==> src/rtl/vga_pkg.sv <==
// Shared definitions for the VGA output stage.
//   - Default 640x480@60 timing values used as parameter defaults.
//   - RGB332 field positions within the object-mux pixel byte.
//   - Raw sync/active bundle carried through the alignment delay line.
//   - Colour-expansion helpers (bit replication to 8-bit channels).
package vga_pkg;

   localparam int unsigned H_ACTIVE_DEF   = 640;
   localparam int unsigned H_FP_DEF       = 16;
   localparam int unsigned H_SYNC_DEF     = 96;
   localparam int unsigned H_BP_DEF       = 48;
   localparam int unsigned V_ACTIVE_DEF   = 480;
   localparam int unsigned V_FP_DEF       = 10;
   localparam int unsigned V_SYNC_DEF     = 2;
   localparam int unsigned V_BP_DEF       = 33;
   localparam int unsigned PIPE_DEPTH_DEF = 2;

   localparam int unsigned CNT_W   = 11;
   localparam int unsigned CNT_MAX = 2047;

   // RGB332: R[7:5], G[4:2], B[1:0]
   localparam int unsigned R_MSB = 7;
   localparam int unsigned R_LSB = 5;
   localparam int unsigned G_MSB = 4;
   localparam int unsigned G_LSB = 2;
   localparam int unsigned B_MSB = 1;
   localparam int unsigned B_LSB = 0;

   // Raw flags are active-high; all-zero is the idle (blank, no sync) state.
   typedef struct packed {
      logic hsync;
      logic vsync;
      logic active;
   } sync_bundle_t;

   function automatic logic [7:0] expand3(input logic [2:0] c);
      return {c, c, c[2:1]};
   endfunction

   function automatic logic [7:0] expand2(input logic [1:0] c);
      return {c, c, c, c};
   endfunction

endpackage

==> src/rtl/sig_delay_line.sv <==
// Parameterised shift register used to align control flags with the
// pixel data returning from the drawing pipeline.
//   clk   : pixel clock
//   reset : synchronous active-high, clears every stage to all-zero
//   din   : WIDTH-bit input word
//   dout  : din delayed by DEPTH cycles (DEPTH==0 gives a wire)
module sig_delay_line #(
   parameter int unsigned WIDTH = 1,
   parameter int unsigned DEPTH = 1
) (
   input  logic             clk,
   input  logic             reset,
   input  logic [WIDTH-1:0] din,
   output logic [WIDTH-1:0] dout
);

   generate
      if (DEPTH == 0) begin : g_pass
         assign dout = din;
      end else begin : g_pipe
         logic [WIDTH-1:0] stages [DEPTH];

         always_ff @(posedge clk) begin
            if (reset) begin
               for (int unsigned i = 0; i < DEPTH; i++) stages[i] <= '0;
            end else begin
               stages[0] <= din;
               for (int unsigned i = 1; i < DEPTH; i++) stages[i] <= stages[i-1];
            end
         end

         assign dout = stages[DEPTH-1];
      end
   endgenerate

endmodule

==> src/rtl/vga_out_stage.sv <==
// VGA timing generator and output register stage.
//   clk          : pixel clock
//   reset        : synchronous active-high reset
//   RGBIn        : RGB332 pixel from the object mux, PIPE_DEPTH cycles
//                  behind pixelX/pixelY
//   pixelX/Y     : current counters, fed to the drawing units
//   startOfFrame : one-cycle pulse while the counters are at (0,0)
//   VGA_HS/VS    : active-low syncs, aligned with the colour outputs
//   VGA_BLANK_N  : high while the aligned position is visible
//   VGA_R/G/B    : 8-bit channels expanded from RGB332, zero when blank
module vga_out_stage
   import vga_pkg::*;
#(
   parameter int unsigned H_ACTIVE   = H_ACTIVE_DEF,
   parameter int unsigned H_FP       = H_FP_DEF,
   parameter int unsigned H_SYNC     = H_SYNC_DEF,
   parameter int unsigned H_BP       = H_BP_DEF,
   parameter int unsigned V_ACTIVE   = V_ACTIVE_DEF,
   parameter int unsigned V_FP       = V_FP_DEF,
   parameter int unsigned V_SYNC     = V_SYNC_DEF,
   parameter int unsigned V_BP       = V_BP_DEF,
   parameter int unsigned PIPE_DEPTH = PIPE_DEPTH_DEF
) (
   input  logic        clk,
   input  logic        reset,
   input  logic [7:0]  RGBIn,
   output logic [10:0] pixelX,
   output logic [10:0] pixelY,
   output logic        startOfFrame,
   output logic        VGA_HS,
   output logic        VGA_VS,
   output logic        VGA_BLANK_N,
   output logic [7:0]  VGA_R,
   output logic [7:0]  VGA_G,
   output logic [7:0]  VGA_B
);

   localparam int unsigned H_TOTAL = H_ACTIVE + H_FP + H_SYNC + H_BP;
   localparam int unsigned V_TOTAL = V_ACTIVE + V_FP + V_SYNC + V_BP;

   localparam logic [CNT_W-1:0] H_LAST    = CNT_W'(H_TOTAL - 1);
   localparam logic [CNT_W-1:0] V_LAST    = CNT_W'(V_TOTAL - 1);
   localparam logic [CNT_W-1:0] H_ACT_END = CNT_W'(H_ACTIVE);
   localparam logic [CNT_W-1:0] V_ACT_END = CNT_W'(V_ACTIVE);
   localparam logic [CNT_W-1:0] HS_START  = CNT_W'(H_ACTIVE + H_FP);
   localparam logic [CNT_W-1:0] HS_END    = CNT_W'(H_ACTIVE + H_FP + H_SYNC);
   localparam logic [CNT_W-1:0] VS_START  = CNT_W'(V_ACTIVE + V_FP);
   localparam logic [CNT_W-1:0] VS_END    = CNT_W'(V_ACTIVE + V_FP + V_SYNC);

   generate
      if (H_TOTAL > CNT_MAX || V_TOTAL > CNT_MAX) begin : g_bad_timing
         $error("vga_out_stage: H_TOTAL or V_TOTAL exceeds the 11-bit counter range");
      end
   endgenerate

   logic [CNT_W-1:0] hcnt, vcnt;
   logic [CNT_W-1:0] hcnt_nxt, vcnt_nxt;
   logic             run_q;
   logic             sof_q;

   always_comb begin
      hcnt_nxt = hcnt + 1'b1;
      vcnt_nxt = vcnt;
      if (hcnt == H_LAST) begin
         hcnt_nxt = '0;
         vcnt_nxt = (vcnt == V_LAST) ? '0 : vcnt + 1'b1;
      end
   end

   // The first clock after reset releases holds the counters at (0,0) so
   // that cycle presents the frame start (startOfFrame=1) while the reset
   // cycle itself still shows startOfFrame=0.
   always_ff @(posedge clk) begin
      if (reset) begin
         hcnt  <= '0;
         vcnt  <= '0;
         run_q <= 1'b0;
         sof_q <= 1'b0;
      end else if (!run_q) begin
         run_q <= 1'b1;
         sof_q <= 1'b1;
      end else begin
         hcnt  <= hcnt_nxt;
         vcnt  <= vcnt_nxt;
         sof_q <= (hcnt_nxt == '0) && (vcnt_nxt == '0);
      end
   end

   assign pixelX       = hcnt;
   assign pixelY       = vcnt;
   assign startOfFrame = sof_q;

   // Raw flags are forced idle while the counters are parked in reset, so
   // the delay line only ever carries positions that actually get drawn.
   sync_bundle_t raw, dly;

   always_comb begin
      raw = '0;
      if (run_q) begin
         raw.hsync  = (hcnt >= HS_START) && (hcnt < HS_END);
         raw.vsync  = (vcnt >= VS_START) && (vcnt < VS_END);
         raw.active = (hcnt < H_ACT_END) && (vcnt < V_ACT_END);
      end
   end

   sig_delay_line #(
      .WIDTH ($bits(sync_bundle_t)),
      .DEPTH (PIPE_DEPTH)
   ) u_flag_delay (
      .clk   (clk),
      .reset (reset),
      .din   (raw),
      .dout  (dly)
   );

   always_ff @(posedge clk) begin
      if (reset) begin
         VGA_HS      <= 1'b1;
         VGA_VS      <= 1'b1;
         VGA_BLANK_N <= 1'b0;
         VGA_R       <= '0;
         VGA_G       <= '0;
         VGA_B       <= '0;
      end else begin
         VGA_HS      <= ~dly.hsync;
         VGA_VS      <= ~dly.vsync;
         VGA_BLANK_N <= dly.active;
         if (dly.active) begin
            VGA_R <= expand3(RGBIn[R_MSB:R_LSB]);
            VGA_G <= expand3(RGBIn[G_MSB:G_LSB]);
            VGA_B <= expand2(RGBIn[B_MSB:B_LSB]);
         end else begin
            VGA_R <= '0;
            VGA_G <= '0;
            VGA_B <= '0;
         end
      end
   end

endmodule

==> config.mk <==
export PLATFORM = sky130hd
export DESIGN_NAME = vga_out_stage
export DESIGN_NICKNAME = d
export VERILOG_FILES = /design/src/rtl/vga_pkg.sv /design/src/rtl/sig_delay_line.sv /design/src/rtl/vga_out_stage.sv
export SDC_FILE = /design/constraint.sdc
export NUM_CORES = 1
export LEC_CHECK = 0
export CORE_MARGIN = 8
export CORE_UTILIZATION = 45
export DETAILED_ROUTE_END_ITERATION = 8
export PLACE_DENSITY = 0.73
export SYNTH_ARGS = -nofsm -noshare
export SYNTH_HDL_FRONTEND = slang
export SYNTH_SLANG_ARGS = --single-unit
==> constraint.sdc <==
create_clock -name clk -period 3.3 [get_ports clk]
set_clock_uncertainty 0.15 [all_clocks]
set_input_delay 0.825 -clock clk [delete_from_list [all_inputs] [get_ports clk]]
set_output_delay 0.825 -clock clk [all_outputs]
set_load 0.01 [all_outputs]
==> flow_summary.toml <==
[clocking]
clkSinkCount = 41
cts_resized = 0
clock_latency_ps = 290
h-tree-depth = 2
hold_buffers = 0
cts.path.max_buffers = 2
post-cts-setup-buffers = 0
clock-root-buffer = "clkbuf_8"
tritoncts = "done"
clk_pin_slew_ps = 70
cts-buffers-inserted = 5

[sta]
finalHoldViolations = 0
rsz0062_at_grt = "false"
tightest_slew_ps = 612
final-max-slew-violation-count = 0
relSlewSlack_pct = 59.1
layout_min_cycle_time_ps = 2530
fmax_mhz = 395
finalSetupViolCount = 0
finalCritPeriodShare_pct = 76.8
finalSetupTns_ps = 0

[logic_synthesis]
synth_area_per_cell_um2 = 7.91
netlist_area_um2 = 2220
yosys.area.top_type = "dfxtp_1"
ys_ff_latch = 41
syn_nets = 296
synth_cells = 281
synthArstFlopShare_pct = 0
synth-edff-count = 0
ys_warn_count = 0
ys_types = 45
yosys-top-cells-area = "dfxtp_1, nor2_1, buf_4"
yosysSeqAreaShare_pct = 36.9
yosysTopAreaCellShare_pct = 36.9
synth_ff_type = "dfxtp_1"

[die]
initial_core_util_pct = 46.7
ios = 60
rows = 25
dieArea_um2 = 7440
die_w_um = 86.3
coreArea_um2 = 4750
die_h_um = 86.3

[worst_setup_path]
critPathArrivalTime_ps = 1560
crit_chain = "clkdlybuf4s50_1"
worstPathRequired_ps = 2320
crit_buf_inv = 1
r2r_end = "startOfFrame"
critical_path_class = "flip-flop to output port"
endpoint_kind = "output port"
reg2reg_from = "pixelX[0]"
critPathTopFamily = "buffers and inverters"
path_max_fanout = 15
worstSetupStartpointType = "flip-flop"
critPathMaxStageDelay_ps = 640
r2r_slack_ps = 840
reg2reg_depth = 7
slowest_stage = "clkdlybuf4s50_1"

[cells_and_area]
fill_cells = 470
num_antenna_cells = 0
finish.net_count = 329
design_area_um2 = 2810
multi_input_area_um2 = 1150
seq_area_um2 = 821
syn2layout_area_growth_pct = 26.4
final_common_cell = "clkdlybuf4s50_1"
layout-drive-gt1-share_pct = 4.76
final_cell_mix = "clkdlybuf4s50_1, dfxtp_1, nor2_1"

[placed_design]
dp_hpwl_mm = 3.98
post_dp_cell_area_um2 = 2710
routabilityCongestion = 0.886
io_buffer_count = 59

[drt]
vias = 2131
first_pass_iters = 4
drcViolationCount = 0
antenna_left = 0
wl_per_cell_um = 14.5
drtIter0Drc = 155
drt_wl_total_mm = 5.55
via_per_inst = 5.58

[grt]
grt_first_pass_wirelength_mm = 9.01
grtUsageTotal_pct = 15.0
first_global_vias = 1905
grt_max_degree = 21
grt-ovfl-total = 0
grt_antenna_before_repair = 0

[job]
maxCapViolCount = 0

[min_path]
min-delay-start = "u_flag_delay.g_pipe.stages[0][4]"
min_to = "VGA_VS"
hp-class = "flip-flop to flip-flop"
min_path_cells = 1

[status]
status = "finished, final reports clean"

[pwr]
irDropWorstVdd_mv = 0.170
power.leakage_nw = 0.977
p_per_area_nw_per_um2 = 325
layout make-up:
| cell class | count | area share, % |
|---|---|---|
| Clock buffer | 7 | 3.43 |
| Clock inverter | 1 | 0.178 |
| Inverter | 8 | 1.07 |
| Multi-Input combinational cell | 195 | 41.0 |
| Sequential cell | 41 | 29.2 |
| Tap cell | 67 | 2.98 |
| Timing Repair Buffer | 63 | 22.1 |
report_power, final:
| group | leakage [nW] | internal (W) | switching (W) |
|---|---|---|---|
| clock network | 0.0542 | 0.000189 | 0.000165 |
| logic | 0.591 | 0.0000291 | 0.0000235 |
| registers | 0.332 | 0.000501 | 0.00000523 |
layer usage:
metal	global-route usage, %	share of wire [%]
met4	5.95	0.88
met1	18.7	44
met5	0	0
met2	23.5	46
met3	4.25	9.9
cell families after synthesis:
logic type / share of synthesized area, %
xor gates and xnor gates: 3.55
DFF: 36.9
buffers and inverters: 11.2
muxes: 0.901
AOI/OAI and AO/OA: 15.3
adders and majority gates: 2.82
and+or+nand+nor: 29.3
worst max path at each step:
stage | end | startpoint | cells past startpoint
2_1_floorplan | pixelY[9] | pixelY[1] | 9
3_3_place_gp | u_flag_delay.g_pipe.stages[0][1] | reset | 4
3_5_place_dp | startOfFrame | reset | 5
4_1_cts | pixelY[2] | pixelY[2] | 1
5_1_grt | startOfFrame | pixelX[0] | 7
6_report | pixelY[2] | pixelY[2] | 1
stage by stage:
step / hold WS, ps / util [%] / cells / power (W) / worst slack (ps)
2_1_floorplan: 193 / - / 281 / 0.000543 / 1170
3_3_place_gp: 200 / 56.9 / 374 / 0.000570 / 713
3_5_place_dp: 198 / 56.9 / 374 / 0.000571 / 669
4_1_cts: 217 / 59.1 / 382 / 0.000927 / 767
5_1_grt: 218 / 59.1 / 382 / 0.000950 / 620
6_report: 215 / 59.1 / 382 / 0.000912 / 766
registers in the layout (all words and copies together), names as in the netlist, 2 cells and up:
signal / cells
u_flag_delay.g_pipe.stages: 6
pixelY: 11
pixelX: 11
VGA_G: 3
VGA_R: 3
VGA_B: 2
cells in the mapped netlist (all sizes together) (2+ instances only):
| cell type | n |
|---|---|
| inv | 8 |
| a21oi | 18 |
| o21ai | 14 |
| o32ai | 2 |
| and4 | 2 |
| nand4b | 3 |
| nand3 | 12 |
| and2 | 9 |
| xnor2 | 6 |
| buf | 23 |
| a31oi | 2 |
| nor4 | 2 |
| xor2 | 3 |
| nand4 | 10 |
| nor2 | 36 |
| nand2 | 21 |
| o2111ai | 3 |
| nor2b | 4 |
| mux2i | 2 |
| o211ai | 3 |
| or4 | 3 |
| clkbuf | 14 |
| a22oi | 2 |
| and3 | 4 |
| a32oi | 2 |
| dfxtp | 41 |
| nor3 | 14 |
| nand3b | 2 |
| ha | 5 |
Power figures use the tool's default switching activity.
